`src/rtl/fetch_unit.sv`:
```
`default_nettype none
// ============================================================================
// fetch_unit : multi-cycle MIPS fetch stage (PC, imem handshake, next-PC select)
// Revision   : 1.0
// ============================================================================
module fetch_unit #(
    parameter int                    DATA_WIDTH = 32,
    parameter logic [DATA_WIDTH-1:0] RESET_PC   = 32'h0040_0000
) (
    input  logic                  clk,
    input  logic                  reset,
    output logic                  imem_req,
    output logic [DATA_WIDTH-1:0] imem_addr,
    input  logic [DATA_WIDTH-1:0] imem_rdata,
    input  logic                  imem_ready,
    input  logic                  Jump,
    input  logic                  BranchEQ,
    input  logic                  BranchNE,
    input  logic                  Zero,
    input  logic                  stall,
    output logic [DATA_WIDTH-1:0] Instruction,
    output logic [5:0]            OP,
    output logic [DATA_WIDTH-1:0] PC,
    output logic [DATA_WIDTH-1:0] PC_4,
    output logic                  instr_valid,
    output logic [DATA_WIDTH-1:0] retired_cnt
);

    typedef enum logic [1:0] {
        IDLE  = 2'd0,
        FETCH = 2'd1,
        EXEC  = 2'd2
    } state_t;

    state_t                state_q, state_d;
    logic [DATA_WIDTH-1:0] pc_q, pc_d;
    logic [DATA_WIDTH-1:0] instr_q, instr_d;
    logic [DATA_WIDTH-1:0] retired_q, retired_d;

    logic [DATA_WIDTH-1:0] pc4_w;
    logic [DATA_WIDTH-1:0] jump_tgt_w;
    logic [DATA_WIDTH-1:0] br_off_w;
    logic [DATA_WIDTH-1:0] next_pc_w;
    logic                  br_taken_w;

    assign pc4_w      = pc_q + DATA_WIDTH'(4);
    assign jump_tgt_w = {pc4_w[DATA_WIDTH-1:28], instr_q[25:0], 2'b00};
    assign br_off_w   = {{(DATA_WIDTH-18){instr_q[15]}}, instr_q[15:0], 2'b00};
    assign br_taken_w = (BranchEQ & Zero) | (BranchNE & ~Zero);

    // Jump has priority over any taken branch.
    always_comb begin
        next_pc_w = pc4_w;
        if (Jump) begin
            next_pc_w = jump_tgt_w;
        end else if (br_taken_w) begin
            next_pc_w = pc4_w + br_off_w;
        end
    end

    always_ff @(posedge clk or negedge reset) begin
        if (!reset) begin
            state_q   <= IDLE;
            pc_q      <= RESET_PC;
            instr_q   <= '0;
            retired_q <= '0;
        end else begin
            state_q   <= state_d;
            pc_q      <= pc_d;
            instr_q   <= instr_d;
            retired_q <= retired_d;
        end
    end

    always_comb begin
        state_d     = state_q;
        pc_d        = pc_q;
        instr_d     = instr_q;
        retired_d   = retired_q;
        imem_req    = 1'b0;
        instr_valid = 1'b0;
        case (state_q)
            IDLE: begin
                state_d = FETCH;
            end
            FETCH: begin
                imem_req = 1'b1;
                if (imem_ready) begin
                    instr_d = imem_rdata;
                    state_d = EXEC;
                end
            end
            EXEC: begin
                instr_valid = 1'b1;
                if (!stall) begin
                    pc_d      = next_pc_w;
                    retired_d = retired_q + DATA_WIDTH'(1);
                    state_d   = FETCH;
                end
            end
            default: begin
                state_d = IDLE;
            end
        endcase
    end

    assign imem_addr   = pc_q;
    assign Instruction = instr_q;
    assign OP          = instr_q[31:26];
    assign PC          = pc_q;
    assign PC_4        = pc4_w;
    assign retired_cnt = retired_q;

endmodule
`default_nettype wire
```
`config.mk`:
```
export PLATFORM = sky130hd
export DESIGN_NAME = fetch_unit
export DESIGN_NICKNAME = d
export VERILOG_FILES = /design/src/rtl/fetch_unit.sv
export SDC_FILE = /design/constraint.sdc
export NUM_CORES = 1
export LEC_CHECK = 0
export CORE_MARGIN = 4
export CORE_UTILIZATION = 35
export DETAILED_ROUTE_END_ITERATION = 8
export SYNTH_ARGS = -nofsm -noshare
export SYNTH_HDL_FRONTEND = slang
export SYNTH_SLANG_ARGS = --single-unit
```
`constraint.sdc`:
```
create_clock -name clk -period 8.6 [get_ports clk]
set_input_delay 1.29 -clock clk [delete_from_list [all_inputs] [get_ports clk]]
set_output_delay 1.29 -clock clk [all_outputs]
set_load 0.1 [all_outputs]
```
==> report_table.html, run 1 <==
<table>
<tr><th>Metric</th><th>Value</th></tr>
<tr><th colspan="2">Status</th></tr>
<tr><td>Status</td><td>finished clean</td></tr>
<tr><th colspan="2">GRT</th></tr>
<tr><td>Wire length of the first global-routing pass</td><td>34600 µm</td></tr>
<tr><td>Maximum number of pins on one net before global-route repair</td><td>61</td></tr>
<tr><td>Gr ovfl total</td><td>0</td></tr>
<tr><td>Combined global-route utilization of all metal layers</td><td>19.9%</td></tr>
<tr><td>Initial antenna violation count</td><td>1</td></tr>
<tr><td>Number of global-route vias before repair</td><td>6141</td></tr>
<tr><th colspan="2">Cells and area</th></tr>
<tr><td>Number of filler cells placed in the layout</td><td>1852</td></tr>
<tr><td>Final Cell Area</td><td>9070 µm²</td></tr>
<tr><td>Post-layout nets</td><td>983</td></tr>
<tr><td>Layout cells sized above 1</td><td>8.24%</td></tr>
<tr><td>Total inserted antenna cells</td><td>0</td></tr>
<tr><td>Area growth, synth to finish</td><td>33.5%</td></tr>
<tr><th colspan="2">Clock network</th></tr>
<tr><td>Clock root buffer master</td><td>sky130_fd_sc_hd__clkbuf_16</td></tr>
<tr><td>Number of levels in the clock H-tree</td><td>3</td></tr>
<tr><td>Post-cts repair resize count</td><td>0</td></tr>
<tr><td>Worst-case clock buffer depth</td><td>2</td></tr>
<tr><td>TritonCTS clock tree</td><td>yes</td></tr>
<tr><td>Post-CTS Repair Setup Buffers</td><td>0</td></tr>
<tr><td>Number of buffers inserted during clock tree synthesis</td><td>9</td></tr>
<tr><td>Clock transition time at the flip-flop clock pins of the worst setup and hold paths</td><td>0.08 ns</td></tr>
<tr><td>Clock insertion delay at the later pin of the skew report</td><td>0.36 ns</td></tr>
<tr><td>Num Clock Sinks</td><td>96</td></tr>
<tr><td>CTS Hold Bufs</td><td>0</td></tr>
<tr><th colspan="2">Route</th></tr>
<tr><td>Vias per Instance</td><td>5.25</td></tr>
<tr><td>Post-detailed-route wirelength per cell</td><td>18.2 µm</td></tr>
<tr><td>Total Wirelength</td><td>21300 µm</td></tr>
<tr><td>Remaining number of nets flagged by the antenna check after routing</td><td>0</td></tr>
<tr><td>Post-detailed-route DRC marker count</td><td>0</td></tr>
<tr><td>Detailed-router iteration count before antenna repair</td><td>7</td></tr>
<tr><td>Total via count after detailed routing</td><td>6139</td></tr>
<tr><td>Count of routing violations after the opening detailed-route iteration</td><td>316</td></tr>
<tr><th colspan="2">Timing</th></tr>
<tr><td>Worst slack on hold paths</td><td>0.472 ns</td></tr>
<tr><td>Post-route minimum period</td><td>5.01 ns</td></tr>
<tr><td>Hold violation count in the final report</td><td>0</td></tr>
<tr><td>Max Clk Rate</td><td>200 MHz</td></tr>
<tr><td>Setup violators final</td><td>0</td></tr>
<tr><td>RSZ-0062 raised after global routing</td><td>false</td></tr>
<tr><td>Sum Neg Setup Slack</td><td>0 ns</td></tr>
<tr><td>Final clock skew</td><td>0.00948 ns</td></tr>
<tr><td>Transition time of the tightest slew-check pin</td><td>1.05 ns</td></tr>
<tr><td>Rel. slew slack</td><td>30.1%</td></tr>
<tr><td>Part of the cycle the worst path needs</td><td>58.2%</td></tr>
<tr><td>Final count of pins violating max slew</td><td>0</td></tr>
<tr><th colspan="2">Setup path</th></tr>
<tr><td>Launching instance or port of the critical path</td><td>PC[2]</td></tr>
<tr><td>Reg-to-reg critical path startpoint</td><td>PC[2]</td></tr>
<tr><td>Crit path depth</td><td>9</td></tr>
<tr><td>Startpoint type of the worst setup path</td><td>flop</td></tr>
<tr><td>Flop2flop setup slack</td><td>4.31 ns</td></tr>
<tr><td>End of the critical path</td><td>PC_4[28]</td></tr>
<tr><td>Worst Setup End Kind</td><td>output port</td></tr>
<tr><td>Signal arrival time at the worst endpoint</td><td>3.72 ns</td></tr>
<tr><td>Cell type with the highest occurrence count on the critical path</td><td>sky130_fd_sc_hd__and3_1</td></tr>
<tr><td>Worst reg-to-reg path cell count</td><td>14</td></tr>
<tr><td>Critical Path Fanout Max</td><td>9</td></tr>
<tr><td>Slowest Stage Delay on Critical Path</td><td>1.17 ns</td></tr>
<tr><td>Worst path slowest cell</td><td>sky130_fd_sc_hd__clkdlybuf4s50_1</td></tr>
<tr><td>Terminus of the critical flop-to-flop path</td><td>PC[27]</td></tr>
<tr><td>Critical path data required time</td><td>7.31 ns</td></tr>
<tr><td>Worst path top cell family by delay</td><td>buffers and inverters</td></tr>
<tr><td>Buffers &amp; Inverters on Critical Path</td><td>2</td></tr>
<tr><td>CP cell instances</td><td>ha_1, nand4_1, nor3_2, buf_4, and3_1, and3_1, nand3_1, xnor2_1, clkdlybuf4s50_1</td></tr>
<tr><td>Setup Crit Path Kind</td><td>reg2out</td></tr>
<tr><th colspan="2">Yosys</th></tr>
<tr><td>Most frequent cell after synthesis</td><td>sky130_fd_sc_hd__dfrtp_1</td></tr>
<tr><td>Post-synth cell types</td><td>64</td></tr>
<tr><td>Number of enable flip-flop cells after synthesis</td><td>0</td></tr>
<tr><td>Count of yosys warnings during synthesis</td><td>0</td></tr>
<tr><td>Cell types with the largest area share after synthesis</td><td>sky130_fd_sc_hd__dfrtp_1 (35%), sky130_fd_sc_hd__xnor2_1 (7.0%), sky130_fd_sc_hd__ha_1 (6.8%)</td></tr>
<tr><td>Sequential-to-total area share from yosys stat</td><td>35.4%</td></tr>
<tr><td>Post-synthesis register bit count</td><td>96</td></tr>
<tr><td>Post-synth top area cell</td><td>sky130_fd_sc_hd__dfrtp_1</td></tr>
<tr><td>Post-synth top flop</td><td>sky130_fd_sc_hd__dfrtp_1</td></tr>
<tr><td>Leading cell types by count after synthesis</td><td>sky130_fd_sc_hd__dfrtp_1 (95), sky130_fd_sc_hd__nand2_1 (76), sky130_fd_sc_hd__xnor2_1 (54), sky130_fd_sc_hd__a21oi_1 (51), sky130_fd_sc_hd__nor2_1 (44)</td></tr>
<tr><td>Post-synth ARST share</td><td>100%</td></tr>
<tr><td>Top-area cell type share of the netlist area</td><td>35.0%</td></tr>
<tr><td>Post-synthesis instance area</td><td>6790 µm²</td></tr>
<tr><td>Post-Synthesis Cells</td><td>749</td></tr>
<tr><td>Synthesized area per cell</td><td>9.07 µm²</td></tr>
<tr><th colspan="2">Floorplan</th></tr>
<tr><td>Die Area</td><td>21700 µm²</td></tr>
<tr><td>Y dimension of the die</td><td>147 µm</td></tr>
<tr><td>Count of pins on the block boundary</td><td>208</td></tr>
<tr><td>Cell row count</td><td>50</td></tr>
<tr><td>Starting utilization of the core area</td><td>35.9%</td></tr>
<tr><td>Horizontal die dimension</td><td>147 µm</td></tr>
<tr><td>Core region area</td><td>18900 µm²</td></tr>
<tr><th colspan="2">Place</th></tr>
<tr><td>Number of buffers inserted by port buffering</td><td>201</td></tr>
<tr><td>Global placement routability congestion</td><td>0.856</td></tr>
<tr><td>Placed standard-cell area</td><td>8780 µm²</td></tr>
<tr><td>Detailed placer's ending HPWL</td><td>16100 µm</td></tr>
<tr><th colspan="2">Run</th></tr>
<tr><td>Max Cap Violations</td><td>0</td></tr>
<tr><th colspan="2">Worst hold path</th></tr>
<tr><td>Type of the most critical hold path</td><td>reg2reg</td></tr>
</table>
==> how the worst min path moves through the flow <==
| stage | slack (ns) | to | from | depth (start not counted) |
|---|---|---|---|---|
| after global placement | 0.47 | retired_cnt[31] | retired_cnt[31] | 1 |
| after floorplan | 0.49 | state_q[0] | state_q[0] | 1 |
| after CTS | 0.48 | retired_cnt[31] | retired_cnt[31] | 1 |
| after detailed placement | 0.47 | retired_cnt[31] | retired_cnt[31] | 1 |
| after global routing | 0.50 | retired_cnt[31] | retired_cnt[31] | 1 |
| final | 0.47 | retired_cnt[31] | retired_cnt[31] | 1 |
==> kinds of logic after synthesis <==
family,share of synthesized area [%]
AO/OA/AOI/OAI,14.8
XOR/XNOR,10.3
adder cells (fa/ha/maj),7.11
buffers and inverters,7.06
flip-flops,35.4
multiplexers,6.37
other,0.0552
AND/OR/NAND/NOR,18.9
==> through the flow <==
stage          instances  setup slack [ns]  util [%]
4_1_cts             1170              3.57      48.0
3_3_place_gp        1154              4.03      46.5
2_1_floorplan        754              2.71         -
5_1_grt             1170              3.34      48.0
3_5_place_dp        1154              3.98      46.5
6_report            1170              3.59      48.0
==> final cells by class <==
type | instances | area, µm² | area share (%)
Clock buffer | 9 | 225 | 2.48
Sequential cell | 96 | 2400 | 26.5
Clock inverter | 7 | 62.6 | 0.690
Multi-Input combinational cell | 577 | 3940 | 43.4
Timing Repair Buffer | 209 | 2070 | 22.8
Tap cell | 260 | 325 | 3.59
Inverter | 12 | 45.0 | 0.497
==> per-layer routing <==
metal,up-vias,GRT usage (%),routed length [µm]
met5,-,0,13
met4,2,4.19,265
met3,22,5.40,1610
met2,221,31.6,9850
met1,2930,27.4,9590
li1,2964,-,-
==> state kept, by name, summed over array words and instances (netlist names) <==
| signal | flops |
|---|---|
| Instruction | 32 |
| retired_cnt | 32 |
| PC | 30 |
| state_q | 2 |
==> placed cells by master, fill, tap and decap left out, types with 3 or more instances in the layout <==
| cell type | n |
|---|---|
| sky130_fd_sc_hd__mux2i_1 | 4 |
| sky130_fd_sc_hd__o31ai_1 | 7 |
| sky130_fd_sc_hd__nor3_1 | 14 |
| sky130_fd_sc_hd__xnor2_1 | 54 |
| sky130_fd_sc_hd__nand2_1 | 76 |
| sky130_fd_sc_hd__o21bai_1 | 7 |
| sky130_fd_sc_hd__nor2b_1 | 6 |
| sky130_fd_sc_hd__mux2_2 | 34 |
| sky130_fd_sc_hd__a211oi_1 | 7 |
| sky130_fd_sc_hd__o211ai_1 | 12 |
| sky130_fd_sc_hd__nor2_1 | 44 |
| sky130_fd_sc_hd__or4_1 | 3 |
| sky130_fd_sc_hd__and3_1 | 20 |
| sky130_fd_sc_hd__xor2_1 | 24 |
| sky130_fd_sc_hd__inv_1 | 11 |
| sky130_fd_sc_hd__buf_4 | 9 |
| sky130_fd_sc_hd__o22ai_1 | 7 |
| sky130_fd_sc_hd__conb_1 | 6 |
| sky130_fd_sc_hd__a21oi_1 | 51 |
| sky130_fd_sc_hd__o21ai_1 | 8 |
| sky130_fd_sc_hd__nand4_1 | 16 |
| sky130_fd_sc_hd__nand2b_1 | 6 |
| sky130_fd_sc_hd__nor3b_1 | 5 |
| sky130_fd_sc_hd__nand3_1 | 34 |
| sky130_fd_sc_hd__clkdlybuf4s50_1 | 200 |
| sky130_fd_sc_hd__and2_1 | 3 |
| sky130_fd_sc_hd__clkbuf_16 | 9 |
| sky130_fd_sc_hd__ha_1 | 37 |
| sky130_fd_sc_hd__dfrtp_1 | 95 |
| sky130_fd_sc_hd__nor4_1 | 5 |
| sky130_fd_sc_hd__a21o_1 | 12 |
| sky130_fd_sc_hd__o21ai_0 | 33 |
Power of run 1 is not shown: default switching activity piles up to over one toggle a cycle in this logic, so the estimate is an artifact.
==> run 2, diff against run 1 <==
==> constraint.sdc (replaced) <==
create_clock -name clk -period 4.75 [get_ports clk]
set_input_delay 0.7125 -clock clk [delete_from_list [all_inputs] [get_ports clk]]
set_output_delay 0.7125 -clock clk [all_outputs]
set_load 0.1 [all_outputs]
==> report_table.html, run 2 (same netlist as run 1, synthesis figures left out) <==
<table>
<tr><th>Metric</th><th>Value</th></tr>
<tr><th colspan="2">GRT</th></tr>
<tr><td>Gr ovfl total</td><td>0 (unchanged)</td></tr>
<tr><td>Initial antenna violation count</td><td>1 (unchanged)</td></tr>
<tr><td>Maximum number of pins on one net before global-route repair</td><td>72 (+18%)</td></tr>
<tr><td>Combined global-route utilization of all metal layers</td><td>19.7% (-0.25 points)</td></tr>
<tr><td>Wire length of the first global-routing pass</td><td>34200 µm (-1.1%)</td></tr>
<tr><td>Number of global-route vias before repair</td><td>5982 (-2.6%)</td></tr>
<tr><th colspan="2">Setup path</th></tr>
<tr><td>Reg-to-reg critical path startpoint</td><td>PC[12]</td></tr>
<tr><td>Launching instance or port of the critical path</td><td>PC[12]</td></tr>
<tr><td>Critical path data required time</td><td>5.03 ns (-2.28 ns)</td></tr>
<tr><td>Worst Setup End Kind</td><td>flop</td></tr>
<tr><td>Startpoint type of the worst setup path</td><td>flop</td></tr>
<tr><td>Signal arrival time at the worst endpoint</td><td>4.36 ns (+0.64 ns)</td></tr>
<tr><td>Critical Path Fanout Max</td><td>8 (-1)</td></tr>
<tr><td>Setup Crit Path Kind</td><td>reg2reg</td></tr>
<tr><th colspan="2">Floorplan</th></tr>
<tr><td>Core region area</td><td>18900 µm² (unchanged)</td></tr>
<tr><td>Cell row count</td><td>50 (unchanged)</td></tr>
<tr><td>Horizontal die dimension</td><td>147 µm (unchanged)</td></tr>
<tr><td>Y dimension of the die</td><td>147 µm (unchanged)</td></tr>
<tr><td>Die Area</td><td>21700 µm² (unchanged)</td></tr>
<tr><td>Starting utilization of the core area</td><td>35.9% (unchanged)</td></tr>
<tr><td>Count of pins on the block boundary</td><td>208 (unchanged)</td></tr>
<tr><th colspan="2">Clock network</th></tr>
<tr><td>Clock root buffer master</td><td>sky130_fd_sc_hd__clkbuf_16</td></tr>
<tr><td>Clock transition time at the flip-flop clock pins of the worst setup and hold paths</td><td>0.08 ns (about the same)</td></tr>
<tr><td>Num Clock Sinks</td><td>96 (unchanged)</td></tr>
<tr><td>Number of buffers inserted during clock tree synthesis</td><td>9 (unchanged)</td></tr>
<tr><td>Number of levels in the clock H-tree</td><td>3 (unchanged)</td></tr>
<tr><td>Worst-case clock buffer depth</td><td>2 (unchanged)</td></tr>
<tr><td>CTS Hold Bufs</td><td>0 (unchanged)</td></tr>
<tr><td>Post-cts repair resize count</td><td>0 (unchanged)</td></tr>
<tr><td>TritonCTS clock tree</td><td>yes</td></tr>
<tr><td>Clock insertion delay at the later pin of the skew report</td><td>0.36 ns (about the same)</td></tr>
<tr><td>Post-CTS Repair Setup Buffers</td><td>0 (unchanged)</td></tr>
<tr><th colspan="2">Route</th></tr>
<tr><td>Detailed-router iteration count before antenna repair</td><td>4 (-3)</td></tr>
<tr><td>Post-detailed-route DRC marker count</td><td>0 (unchanged)</td></tr>
<tr><td>Post-detailed-route wirelength per cell</td><td>18.4 µm (+0.69%)</td></tr>
<tr><td>Remaining number of nets flagged by the antenna check after routing</td><td>0 (unchanged)</td></tr>
<tr><td>Vias per Instance</td><td>5.21 (-0.66%)</td></tr>
<tr><td>Total Wirelength</td><td>21500 µm (+0.95%)</td></tr>
<tr><td>Total via count after detailed routing</td><td>6114 (-0.41%)</td></tr>
<tr><td>Count of routing violations after the opening detailed-route iteration</td><td>301 (-4.7%)</td></tr>
<tr><th colspan="2">Place</th></tr>
<tr><td>Number of buffers inserted by port buffering</td><td>201 (unchanged)</td></tr>
<tr><td>Detailed placer's ending HPWL</td><td>16500 µm (+2.5%)</td></tr>
<tr><td>Worst slack after detailed placement</td><td>0.686 ns (-3.30 ns)</td></tr>
<tr><td>Global placement routability congestion</td><td>0.939 (+9.6%)</td></tr>
<tr><th colspan="2">Cells and area</th></tr>
<tr><td>Layout cells sized above 1</td><td>14.5% (+6.2 points)</td></tr>
<tr><td>Top library cells by usage in the layout, fill and taps aside</td><td>sky130_fd_sc_hd__clkdlybuf4s50_1 (182), sky130_fd_sc_hd__dfrtp_1 (84), sky130_fd_sc_hd__nand2_1 (76)</td></tr>
<tr><td>Number of filler cells placed in the layout</td><td>1794 (-3.1%)</td></tr>
<tr><td>Most common library cell in the layout ignoring fill and taps</td><td>sky130_fd_sc_hd__clkdlybuf4s50_1</td></tr>
<tr><td>Area growth, synth to finish</td><td>38.3%</td></tr>
<tr><td>Post-layout nets</td><td>986 (+0.31%)</td></tr>
<tr><td>FF+latch area</td><td>2420 µm² (+0.57%)</td></tr>
<tr><td>Area used by multi-input combinational logic</td><td>4240 µm² (+7.6%)</td></tr>
<tr><td>Total inserted antenna cells</td><td>0 (unchanged)</td></tr>
<tr><th colspan="2">Timing</th></tr>
<tr><td>Final count of pins violating max slew</td><td>0 (unchanged)</td></tr>
<tr><td>Worst-case setup margin in the final layout</td><td>0.667 ns (-2.92 ns)</td></tr>
<tr><td>Post-route minimum period</td><td>4.08 ns</td></tr>
<tr><td>Setup violators final</td><td>0 (unchanged)</td></tr>
<tr><td>Rel. slew slack</td><td>30.6% (+0.46 points)</td></tr>
<tr><td>Max Clk Rate</td><td>245 MHz</td></tr>
<tr><td>Part of the cycle the worst path needs</td><td>86.0%</td></tr>
<tr><td>Sum Neg Setup Slack</td><td>0 ns (unchanged)</td></tr>
<tr><td>RSZ-0062 raised after global routing</td><td>false</td></tr>
<tr><td>Transition time of the tightest slew-check pin</td><td>1.04 ns (-0.00695 ns)</td></tr>
<tr><td>Final clock skew</td><td>0.0125 ns (+0.00300 ns)</td></tr>
<tr><td>Hold violation count in the final report</td><td>0 (unchanged)</td></tr>
<tr><th colspan="2">Worst hold path</th></tr>
<tr><td>Worst hold path startpoint</td><td>retired_cnt[31]</td></tr>
<tr><td>Type of the most critical hold path</td><td>reg2reg</td></tr>
<tr><th colspan="2">Run</th></tr>
<tr><td>Max Cap Violations</td><td>0 (unchanged)</td></tr>
<tr><th colspan="2">Status</th></tr>
<tr><td>Status</td><td>finished clean</td></tr>
</table>
run 2: cell types whose count changed in the layout (fill, tap and decap cells not counted), sizes merged:
cell	change
clkinv	-1
buf	+21
clkdlybuf4s50	-18
bufinv	+1
run 2: area by class of cell:
| type | count | share of cell area, % |
|---|---|---|
| inverter | 12 | 0.479 |
| clock inverter | 7 | 1.04 |
| sequential | 96 | 25.7 |
| multi-input combinational | 577 | 45.1 |
| tap | 260 | 3.46 |
| clock buffer | 9 | 2.40 |
| timing repair buffer | 212 | 21.8 |
run 2: metal layers:
layer	track usage, %	up-vias	share of wire [%]	wire length (µm)
li1	-	2969	-	-
met1	27.5	2929	46	9880
met2	30.6	188	46	9910
met3	4.35	26	6.2	1340
met4	5.96	2	1.8	392
met5	0	-	0.065	14
run 2: critical path: stages, from the launching register on:
cell,delay (ns)
sky130_fd_sc_hd__dfrtp_1,0.57
sky130_fd_sc_hd__and3_1,0.28
sky130_fd_sc_hd__and4_1,0.32
sky130_fd_sc_hd__nand4_1,0.28
sky130_fd_sc_hd__xnor2_4,0.23
sky130_fd_sc_hd__ha_1,0.41
sky130_fd_sc_hd__nand2_1,0.13
sky130_fd_sc_hd__nor3_1,0.27
sky130_fd_sc_hd__o211ai_1,0.17
sky130_fd_sc_hd__o21ai_1,0.45
sky130_fd_sc_hd__a31oi_1,0.20
sky130_fd_sc_hd__or4_1,0.41
sky130_fd_sc_hd__and3_1,0.17
sky130_fd_sc_hd__o21ai_1,0.12
run 2: worst paths after layout:
check,end,slack [ns],cells past startpoint
setup reg to reg,PC[27],0.67,13
hold reg to reg,retired_cnt[31],0.48,1
min in group asynchronous,Instruction[27],0.50,1
hold / removal,retired_cnt[31],0.48,1
setup / recovery,PC[27],0.67,13
max in group asynchronous,PC[2],3.33,2
run 2: metrics by stage:
stage                     util (%)  hold slack, ns  cell area [µm²]  std cells
after floorplan                  -           0.417             7120        754
after global placement        48.0           0.473             9070       1157
after detailed placement      48.0           0.467             9070       1157
after CTS                     49.7           0.485             9390       1173
after global routing          49.7           0.519             9390       1173
final                         49.7           0.484             9390       1173
Power of run 2 is left out for the same reason.
